==> src/rtl/alu_pkg.sv <==
// ALU opcode definitions shared by the ALU arbiter.
package alu_pkg;

    typedef logic [3:0] alu_op_t;

    localparam alu_op_t ALU_AND = 4'd0;
    localparam alu_op_t ALU_OR  = 4'd1;
    localparam alu_op_t ALU_ADD = 4'd2;
    localparam alu_op_t ALU_SLL = 4'd3;
    localparam alu_op_t ALU_SRL = 4'd4;
    localparam alu_op_t ALU_SUB = 4'd6;
    localparam alu_op_t ALU_SLT = 4'd7;
    localparam alu_op_t ALU_NOR = 4'd12;

    // True for opcodes the ALU actually implements.
    function automatic logic alu_op_legal(input alu_op_t op);
        case (op)
            ALU_AND, ALU_OR, ALU_ADD, ALU_SLL,
            ALU_SRL, ALU_SUB, ALU_SLT, ALU_NOR: return 1'b1;
            default:                            return 1'b0;
        endcase
    endfunction

endpackage

==> src/rtl/rr_arbiter.sv <==
// Generic round-robin grant logic with its priority pointer register.
// Scans upward from the pointer with wrap; the pointer moves past each winner.
module rr_arbiter #(
    parameter int unsigned NUM_REQ = 2,
    parameter int unsigned ID_W    = 1
) (
    input  logic               clk,
    input  logic               reset,
    input  logic [NUM_REQ-1:0] req,
    output logic [NUM_REQ-1:0] gnt,
    output logic [ID_W-1:0]    gnt_id,
    output logic               gnt_valid
);

    logic [ID_W-1:0] rr_ptr;
    logic [ID_W-1:0] rr_ptr_next;
    logic [ID_W-1:0] cand;

    // First valid requester at or after rr_ptr wins; nothing is granted during reset.
    always_comb begin
        gnt       = '0;
        gnt_id    = '0;
        gnt_valid = 1'b0;
        cand      = '0;
        for (int unsigned k = 0; k < NUM_REQ; k++) begin
            cand = ID_W'((32'(rr_ptr) + k) % NUM_REQ);
            if (!gnt_valid && !reset && req[cand]) begin
                gnt_valid = 1'b1;
                gnt[cand] = 1'b1;
                gnt_id    = cand;
            end
        end
    end

    // Pointer moves to the requester after the winner, wrapping at NUM_REQ.
    always_comb begin
        rr_ptr_next = rr_ptr;
        if (gnt_valid) begin
            rr_ptr_next = (32'(gnt_id) + 1 >= NUM_REQ) ? '0 : gnt_id + 1'b1;
        end
    end

    // Pointer register.
    always_ff @(posedge clk) begin
        if (reset) begin
            rr_ptr <= '0;
        end else begin
            rr_ptr <= rr_ptr_next;
        end
    end

endmodule

==> src/rtl/alu_arbiter.sv <==
// Round-robin arbiter sharing one 32-bit ALU between NUM_REQ requesters.
// Accept edge -> issue register drives the ALU -> response register, 2 cycles
// latency at one operation per cycle.
// Optional: define ALU_ARB_ILLEGAL_OP_EN to add the resp_illegal output.
module alu_arbiter
    import alu_pkg::*;
#(
    parameter int unsigned  NUM_REQ = 2,
    localparam int unsigned ID_W    = (NUM_REQ > 1) ? $clog2(NUM_REQ) : 1
) (
    input  logic                    clk,
    input  logic                    reset,
    input  logic [NUM_REQ-1:0]      req_valid,
    output logic [NUM_REQ-1:0]      req_ready,
    input  logic [NUM_REQ*32-1:0]   req_a,
    input  logic [NUM_REQ*32-1:0]   req_b,
    input  logic [NUM_REQ*4-1:0]    req_op,
    output logic [31:0]             alu_a,
    output logic [31:0]             alu_b,
    output logic [3:0]              alu_op,
    input  logic [31:0]             alu_result,
    input  logic                    alu_zero,
    output logic                    resp_valid,
    output logic [ID_W-1:0]         resp_id,
    output logic [31:0]             resp_result,
    output logic                    resp_zero
`ifdef ALU_ARB_ILLEGAL_OP_EN
    ,
    output logic                    resp_illegal
`endif
);

    logic [NUM_REQ-1:0] gnt;
    logic [ID_W-1:0]    gnt_id;
    logic               gnt_valid;

    logic [31:0]        win_a;
    logic [31:0]        win_b;
    alu_op_t            win_op;

    logic               iss_valid;
    logic [31:0]        iss_a;
    logic [31:0]        iss_b;
    alu_op_t            iss_op;
    logic [ID_W-1:0]    iss_id;

    rr_arbiter #(
        .NUM_REQ (NUM_REQ),
        .ID_W    (ID_W)
    ) u_rr_arbiter (
        .clk       (clk),
        .reset     (reset),
        .req       (req_valid),
        .gnt       (gnt),
        .gnt_id    (gnt_id),
        .gnt_valid (gnt_valid)
    );

    // Grant is one-hot, so it doubles as the ready vector.
    assign req_ready = gnt;

    // One-hot operand mux selecting the winner's fields.
    always_comb begin
        win_a  = '0;
        win_b  = '0;
        win_op = '0;
        for (int i = 0; i < int'(NUM_REQ); i++) begin
            if (gnt[i]) begin
                win_a  = req_a[32*i +: 32];
                win_b  = req_b[32*i +: 32];
                win_op = req_op[4*i +: 4];
            end
        end
    end

    // Issue stage: capture the accepted request; data holds when idle.
    always_ff @(posedge clk) begin
        if (reset) begin
            iss_valid <= 1'b0;
            iss_a     <= '0;
            iss_b     <= '0;
            iss_op    <= '0;
            iss_id    <= '0;
        end else begin
            iss_valid <= gnt_valid;
            if (gnt_valid) begin
                iss_a  <= win_a;
                iss_b  <= win_b;
                iss_op <= win_op;
                iss_id <= gnt_id;
            end
        end
    end

    assign alu_a  = iss_a;
    assign alu_b  = iss_b;
    assign alu_op = iss_op;

    // Response stage: register the ALU outcome for the issued operation.
    always_ff @(posedge clk) begin
        if (reset) begin
            resp_valid  <= 1'b0;
            resp_id     <= '0;
            resp_result <= '0;
            resp_zero   <= 1'b0;
        end else begin
            resp_valid <= iss_valid;
            if (iss_valid) begin
                resp_result <= alu_result;
                resp_zero   <= alu_zero;
                resp_id     <= iss_id;
            end
        end
    end

`ifdef ALU_ARB_ILLEGAL_OP_EN
    // Flag opcodes the ALU does not implement, aligned with resp_result.
    always_ff @(posedge clk) begin
        if (reset) begin
            resp_illegal <= 1'b0;
        end else if (iss_valid) begin
            resp_illegal <= !alu_op_legal(iss_op);
        end
    end
`else
    // Without the illegal-op flag, opcodes pass through unchecked.
`endif

endmodule

==> config.mk <==
export PLATFORM = sky130hd
export DESIGN_NAME = alu_arbiter
export DESIGN_NICKNAME = d
export VERILOG_FILES = /design/src/rtl/alu_pkg.sv /design/src/rtl/rr_arbiter.sv /design/src/rtl/alu_arbiter.sv
export SDC_FILE = /design/constraint.sdc
export NUM_CORES = 1
export LEC_CHECK = 0
export ABC_AREA = 1
export ABC_CLOCK_PERIOD_IN_PS = 2330
export CORE_ASPECT_RATIO = 1.2
export CORE_MARGIN = 10
export CORE_UTILIZATION = 35
export CTS_BUF_LIST = sky130_fd_sc_hd__clkbuf_4 sky130_fd_sc_hd__clkbuf_8
export DETAILED_ROUTE_END_ITERATION = 8
export GPL_TIMING_DRIVEN = 0
export HOLD_SLACK_MARGIN = 0.02
export PLACE_DENSITY = 0.75
export SKIP_CTS_REPAIR_TIMING = 1
export SYNTH_ARGS = -nofsm -noshare
export SYNTH_HDL_FRONTEND = slang
export SYNTH_SLANG_ARGS = --single-unit
==> constraint.sdc <==
create_clock -name clk -period 2.33 [get_ports clk]
set_clock_uncertainty 0.1 [all_clocks]
set_input_delay 0.5825 -clock clk [delete_from_list [all_inputs] [get_ports clk]]
set_output_delay 0.5825 -clock clk [all_outputs]
set_load 0.1 [all_outputs]
==> run summary, run 1 <==
Port Buffers - 276
RR Endpoint - alu_a[19]$_SDFFE_PP0P_
Status - finished, violations left
Mapped Cells - 694
Mapped cell area - 0.004777 sq mm
Vias in the first global route - 5563
Tot GR Track Use - 0.2064
First-pass GRT wire length - 31090 um
Critical Path End - req_ready[0]
Initial cell density of the core - 0.3593
Via count - 5710
Clock Sink Count - 106
Design Power - 4862 uW
Synth warn - 0
Clock power share - 0.227
Grt ovf - 0
Worst r2r src - u_rr_arbiter.rr_ptr$_SDFFE_PP0P_
Most frequent cells in the layout - clkdlybuf4s50_1, nand2_1, nand3_1
Core Rows - 46
Critical path class - primary input to primary output
DIE AREA - 0.01874 sq mm
Layout area overhead - 72.55%
Max-slew violation count - 0
Worst EP required - 1.65 ns
R2R Setup Slk - 0.73 ns
WP data arrival - 1.71 ns
Largest net degree at the start of global routing - 18
Final worst-path cycle share - 1.027
Final hold vios - 0
Die Span X - 126.7 um
Crit-path max FO - 10
Net Switching - 1941 uW
Die H - 148.0 um
Synth Register Bits - 106
Final non-filler cell total - 1156
Max Root-Sink Buffers - 2
Core Area - 0.01330 sq mm
Crit start category - primary input
Unrepaired setup endpoints after global routing - yes
Worst Hold Class - register to register
Leakage - 0.005318 uW
Internal power - 2922 uW
Routability cong. - 0.8716
Initial antenna violation count - 0
Post-DP HPWL - 15830 um
Netlist cell types - 17
Detailed Route WL - 20840 um
Share of cells above drive strength 1 - 0.05870
Average routed wire per standard cell - 18.02 um
Vias per Instance - 4.939
Commonest non-fill, non-tap cell in the layout - clkdlybuf4s50_1
VDD IR max - 0.0005117 V
Fmax - 417.9 MHz
Reg power frac - 0.406
CTS root buf - clkbuf_8
Pre-CTS setup slack - -1.447 ns
# Max-Cap Violations - 0
Iteration-0 DRC Markers - 364
CTS H-tree depth - 3
TritonCTS buffer count - 9
Placed Cells - 1138
Fin nets - 1156
Fin area - 0.008243 sq mm
CTS tree - done
Clock Latency Late Sink - 0.37 ns
Failing checks - negative setup slack
Fin util - 0.6200
Sw Share - 0.3991
Worst slew margin - 0.2800
TritonRoute pass-1 iters - 5
Crit-path slowest cell - buf_4
IO Count - 278
Mapped Nets - 867
# setup viols final - 1
Area after DPL - 0.007757 sq mm
Antenna Cells - 0
Combinational share of power - 0.367
Critical Path Max Stage Delay - 0.23 ns
Crit path launch - req_valid[0]
PwrDens - 589.9 mW/mm^2
Worst Max-Slew Pin Slew - 1.078 ns
DRC Markers - 0
Worst-path clk slew - 0.10 ns
Syn Area/Cell - 6.883 sq um
Crit path cell chain - buf_2 > nor2_4 > buf_4 > nor2_2 > nand2_1 > clkinvlp_4 > buf_6
Setup WS post-layout - -0.06288 ns
Min cycle time layout - 2.393 ns
Worst r2r path cells - 7
Register area share after synthesis - 0.4442
Antenna-violating nets left - 0
Element type at the critical path end - primary output
metal layers:
metal	wire length [um]	up-vias	share of wire	GRT usage
met5	0	-	0	0
met4	442	0	0.021	0.07412
met3	1717	24	0.082	0.06476
met2	10810	189	0.52	0.3666
met1	7865	2641	0.38	0.2240
li1	-	2856	-	-
power groups by stage:
stage	Combinational [uW]	Clock (uW)	Sequential, uW
4_1_cts	1790	1130	1980
2_1_floorplan	360	0	2800
5_1_grt	1880	1190	1990
3_5_place_dp	1780	0	2020
6_report	1780	1100	1980
3_3_place_gp	1780	0	2020
cells in the mapped netlist:
cell / count / area [sq um]
nand2_1: 139 / 521.8
nand3_1: 136 / 680.7
dfxtp_1: 106 / 2122
inv_1: 72 / 270.3
nor2_1: 71 / 266.5
nand4_1: 68 / 425.4
o21ai_0: 34 / 170.2
clkbuf_1: 24 / 90.09
buf_2: 23 / 115.1
buf_1: 7 / 26.28
buf_4: 6 / 45.04
inv_2: 2 / 7.510
nor2_2: 2 / 12.51
clkinv_1: 1 / 3.750
o21a_1: 1 / 7.510
o21ai_1: 1 / 5.000
o31ai_1: 1 / 7.510
sequential cells by signal, summed over array words and instances, names as in the netlist, 4 cells and up:
signal and count:
resp_result 32, alu_op 4, alu_b 32, alu_a 32
kinds of logic (layout without fill, tap and decap cells):
group | Yosys count | after routing | share of synthesized area
AND/OR/NAND/NOR | 416 | 416 | 0.3992
buffers and inverters | 135 | 429 | 0.1168
flip-flops | 106 | 106 | 0.4442
AO/OA/AOI/OAI | 37 | 37 | 0.03981
per-stage QoR:
stage,hold WS (ns),TNS (ns)
detailed placement,0.3829,-7.697
CTS,0.4110,-28.14
global placement,0.3763,-6.812
floorplan,0.3555,-0.006753
finish,0.4022,-0.06288
global route,0.4231,-0.1308
worst max-delay path, delay by kind of cell:
family,cells,cell delay [ns]
buffers and inverters,4,0.71
and+or+nand+nor,3,0.41
worst min-delay path by stage:
| stage | cells after the start | end | start |
|---|---|---|---|
| 2_1_floorplan | 2 | resp_id$_SDFFE_PP0P_ | iss_id$_SDFFE_PP0P_ |
| 3_3_place_gp | 2 | resp_result[28]$_SDFFE_PP0P_ | resp_result[28]$_SDFFE_PP0P_ |
| 3_5_place_dp | 2 | resp_result[16]$_SDFFE_PP0P_ | resp_result[16]$_SDFFE_PP0P_ |
| 4_1_cts | 2 | resp_id$_SDFFE_PP0P_ | iss_id$_SDFFE_PP0P_ |
| 5_1_grt | 2 | resp_result[28]$_SDFFE_PP0P_ | resp_result[28]$_SDFFE_PP0P_ |
| 6_report | 2 | resp_result[0]$_SDFFE_PP0P_ | resp_result[0]$_SDFFE_PP0P_ |
area by class of cell:
class | instances | area (sq um)
plain buffers | 60 | 280.3
clock buffers | 11 | 145.1
clock inverters | 5 | 40.04
fillers | 1211 | 5052
inverters | 75 | 289.0
multi-input cells | 453 | 2117
flip-flops and latches | 106 | 2122
well taps | 168 | 210.2
repair buffers | 278 | 3039
Note: power is estimated with default switching activity, not from simulation.
==> inputs of run 2 (changes only) <==
--- a/config.mk
+++ b/config.mk
@@ -5,16 +5,15 @@
 export SDC_FILE = /design/constraint.sdc
 export NUM_CORES = 1
 export LEC_CHECK = 0
-export ABC_AREA = 1
-export ABC_CLOCK_PERIOD_IN_PS = 2330
 export CORE_ASPECT_RATIO = 1.2
 export CORE_MARGIN = 10
 export CORE_UTILIZATION = 35
 export CTS_BUF_LIST = sky130_fd_sc_hd__clkbuf_4 sky130_fd_sc_hd__clkbuf_8
 export DETAILED_ROUTE_END_ITERATION = 8
+export GPL_ROUTABILITY_DRIVEN = 0
 export GPL_TIMING_DRIVEN = 0
 export HOLD_SLACK_MARGIN = 0.02
-export PLACE_DENSITY = 0.75
+export PLACE_DENSITY = 0.81
 export SKIP_CTS_REPAIR_TIMING = 1
 export SYNTH_ARGS = -nofsm -noshare
 export SYNTH_HDL_FRONTEND = slang
==> run 2 against run 1 <==
  * The flow now finishes without violations
  * Count of clock-buffer cells in the layout rose by 1
  * Sequential share of layout area rose by 2.9 points
  * Sequential power barely moved
  * Flip-flop and latch count did not move
  * Area after synthesis fell by 18%
  * Core utilization rose by 5.3 points
  * Critical path depth fell by 2
  * Total power rose by 6.3%
  * Clock power rose by 19%
  * Non-clock buffer count fell by 29
  * Critical path type unchanged
  * Highest routed layer unchanged
==> run summary, run 2 <==
Core Rows - 42
Worst-path clk slew - 0.10 ns
Worst slew margin - 0.2954
Fin util - 0.6727
Netlist cell types - 21
Unrepaired setup endpoints after global routing - no
Clock Latency Late Sink - 0.36 ns
Most frequent cells in the layout - clkdlybuf4s50_1, dfxtp_1, dlymetal6s2s_1
Commonest non-fill, non-tap cell in the layout - clkdlybuf4s50_1
Element type at the critical path end - primary output
DIE AREA - 0.01592 sq mm
# Max-Cap Violations - 0
Post-DP HPWL - 12840 um
Crit start category - primary input
Top cells by count, synth - dfxtp_1, a221o_1, and2_1, nor2_1, mux2i_1
Average routed wire per standard cell - 21.12 um
Setup WS post-layout - 0.07905 ns
Max Root-Sink Buffers - 2
TritonRoute pass-1 iters - 4
Clock Sink Count - 106
Share of cells above drive strength 1 - 0.06000
Leakage - 0.004447 uW
Initial cell density of the core - 0.3570
Core Area - 0.01104 sq mm
EDFF count, synth - 0
Min cycle time layout - 2.251 ns
Iteration-0 DRC Markers - 195
Initial antenna violation count - 0
VDD IR max - 0.0003598 V
Layout area overhead - 88.41%
PwrDens - 696.3 mW/mm^2
Largest cells by area after synthesis - dfxtp_1, a221o_1, and2_1
Antenna-violating nets left - 0
Yosys top cell by area - dfxtp_1
Area after DPL - 0.006869 sq mm
Syn Area/Cell - 11.07 sq um
Grt ovf - 0
CTS root buf - clkbuf_8
Placed Cells - 764
Vias per Instance - 5.047
CTS H-tree depth - 3
Post-synth top area share - 0.5386
Mapped cell area - 0.003940 sq mm
Final non-filler cell total - 783
Fin area - 0.007423 sq mm
TNS Setup - 0 ns
Worst EP required - 1.65 ns
Tot GR Track Use - 0.1901
Worst Max-Slew Pin Slew - 1.055 ns
Synth warn - 0
Fin nets - 818
Synth Register Bits - 106
Pre-CTS setup slack - -1.643 ns
First-pass GRT wire length - 23450 um
Ys flop type - dfxtp_1
Port Buffers - 276
Mapped Nets - 529
Die Span X - 116.9 um
Fmax - 444.3 MHz
DRC Markers - 0
Vias in the first global route - 4213
Register area share after synthesis - 0.5386
# setup viols final - 0
Via count - 3952
Final worst-path cycle share - 0.9661
Max-slew violation count - 0
IO Count - 278
CTS tree - done
Crit-path max FO - 10
TritonCTS buffer count - 9
Status - finished, final reports clean
Die H - 136.2 um
Worst Hold Class - register to register
Mapped Cells - 356
Final hold vios - 0
Largest net degree at the start of global routing - 17
WP data arrival - 1.57 ns
Detailed Route WL - 16540 um
Cell with the most instances after synthesis - dfxtp_1
Critical path class - primary input to primary output
Asr flop ratio synth - 0
run 2: cell types whose count changed in the layout (fill, tap and decap cells not counted), sizes merged, moves of 34 or more:
cell | previous run | this run
nand2 | 139 | 2
nand3 | 136 | 0
inv | 72 | 1
nand4 | 68 | 0
a221o | 0 | 67
and2 | 0 | 67
nor2 | 73 | 37
o21ai | 35 | 0
mux2i | 0 | 34
run 2: worst max-delay path, stage by stage:
cell and delay [ns]:
dlymetal6s2s_1 0.20, inv_1 0.12, a211oi_4 0.21, buf_4 0.23, buf_8 0.21
run 2: final timing paths:
kind | startpoint | to | slack, ns | cells after the start
setup reg to reg | u_rr_arbiter.rr_ptr$_SDFFE_PP0P_ | alu_b[10]$_SDFFE_PP0P_ | 0.50 | 5
hold / removal | iss_id$_SDFFE_PP0P_ | iss_id$_SDFFE_PP0P_ | 0.37 | 2
hold reg to reg | iss_id$_SDFFE_PP0P_ | iss_id$_SDFFE_PP0P_ | 0.37 | 2
setup / recovery | req_valid[0] | req_ready[0] | 0.08 | 5
run 2: where the power goes:
| group | switching (uW) | internal, uW |
|---|---|---|
| logic | 1240 | 600 |
| registers | 64.0 | 1950 |
| clock network | 637 | 678 |
| total | 1940 | 3220 |
run 2: routing by layer:
metal / wire length, um / GRT usage
met1: 6134 / 0.1965
met2: 8433 / 0.3330
met3: 1630 / 0.08598
met4: 339 / 0.06121
met5: 0 / 0
run 2: cell type report:
cell class	instances	area, sq um
Fill cell	845	3612
Timing Repair Buffer	278	3055
Sequential cell	106	2126
Multi-Input combinational cell	218	1669
Buffer	31	168.9
Tap cell	132	165.2
Clock buffer	12	158.9
Clock inverter	4	73.82
Inverter	1	3.754
Antenna cell	1	2.502
run 2: cell families (layout without fill, tap and decap cells):
| kind of cell | after synthesis | in the layout | share of synthesized area |
|---|---|---|---|
| buf+inv | 32 | 326 | 0.03969 |
| simple gates | 112 | 112 | 0.1537 |
| compound gates | 71 | 71 | 0.1788 |
| other cells | 0 | 1 | 0 |
| mux | 35 | 35 | 0.08924 |
| flops | 106 | 106 | 0.5386 |
run 2: metrics by stage:
step                total power [uW]  hold WS, ns
global route                    5331       0.4126
global placement                3873       0.3588
detailed placement              3896       0.3583
floorplan                       3247       0.3360
finish                          5169       0.3739
CTS                             5183       0.3753
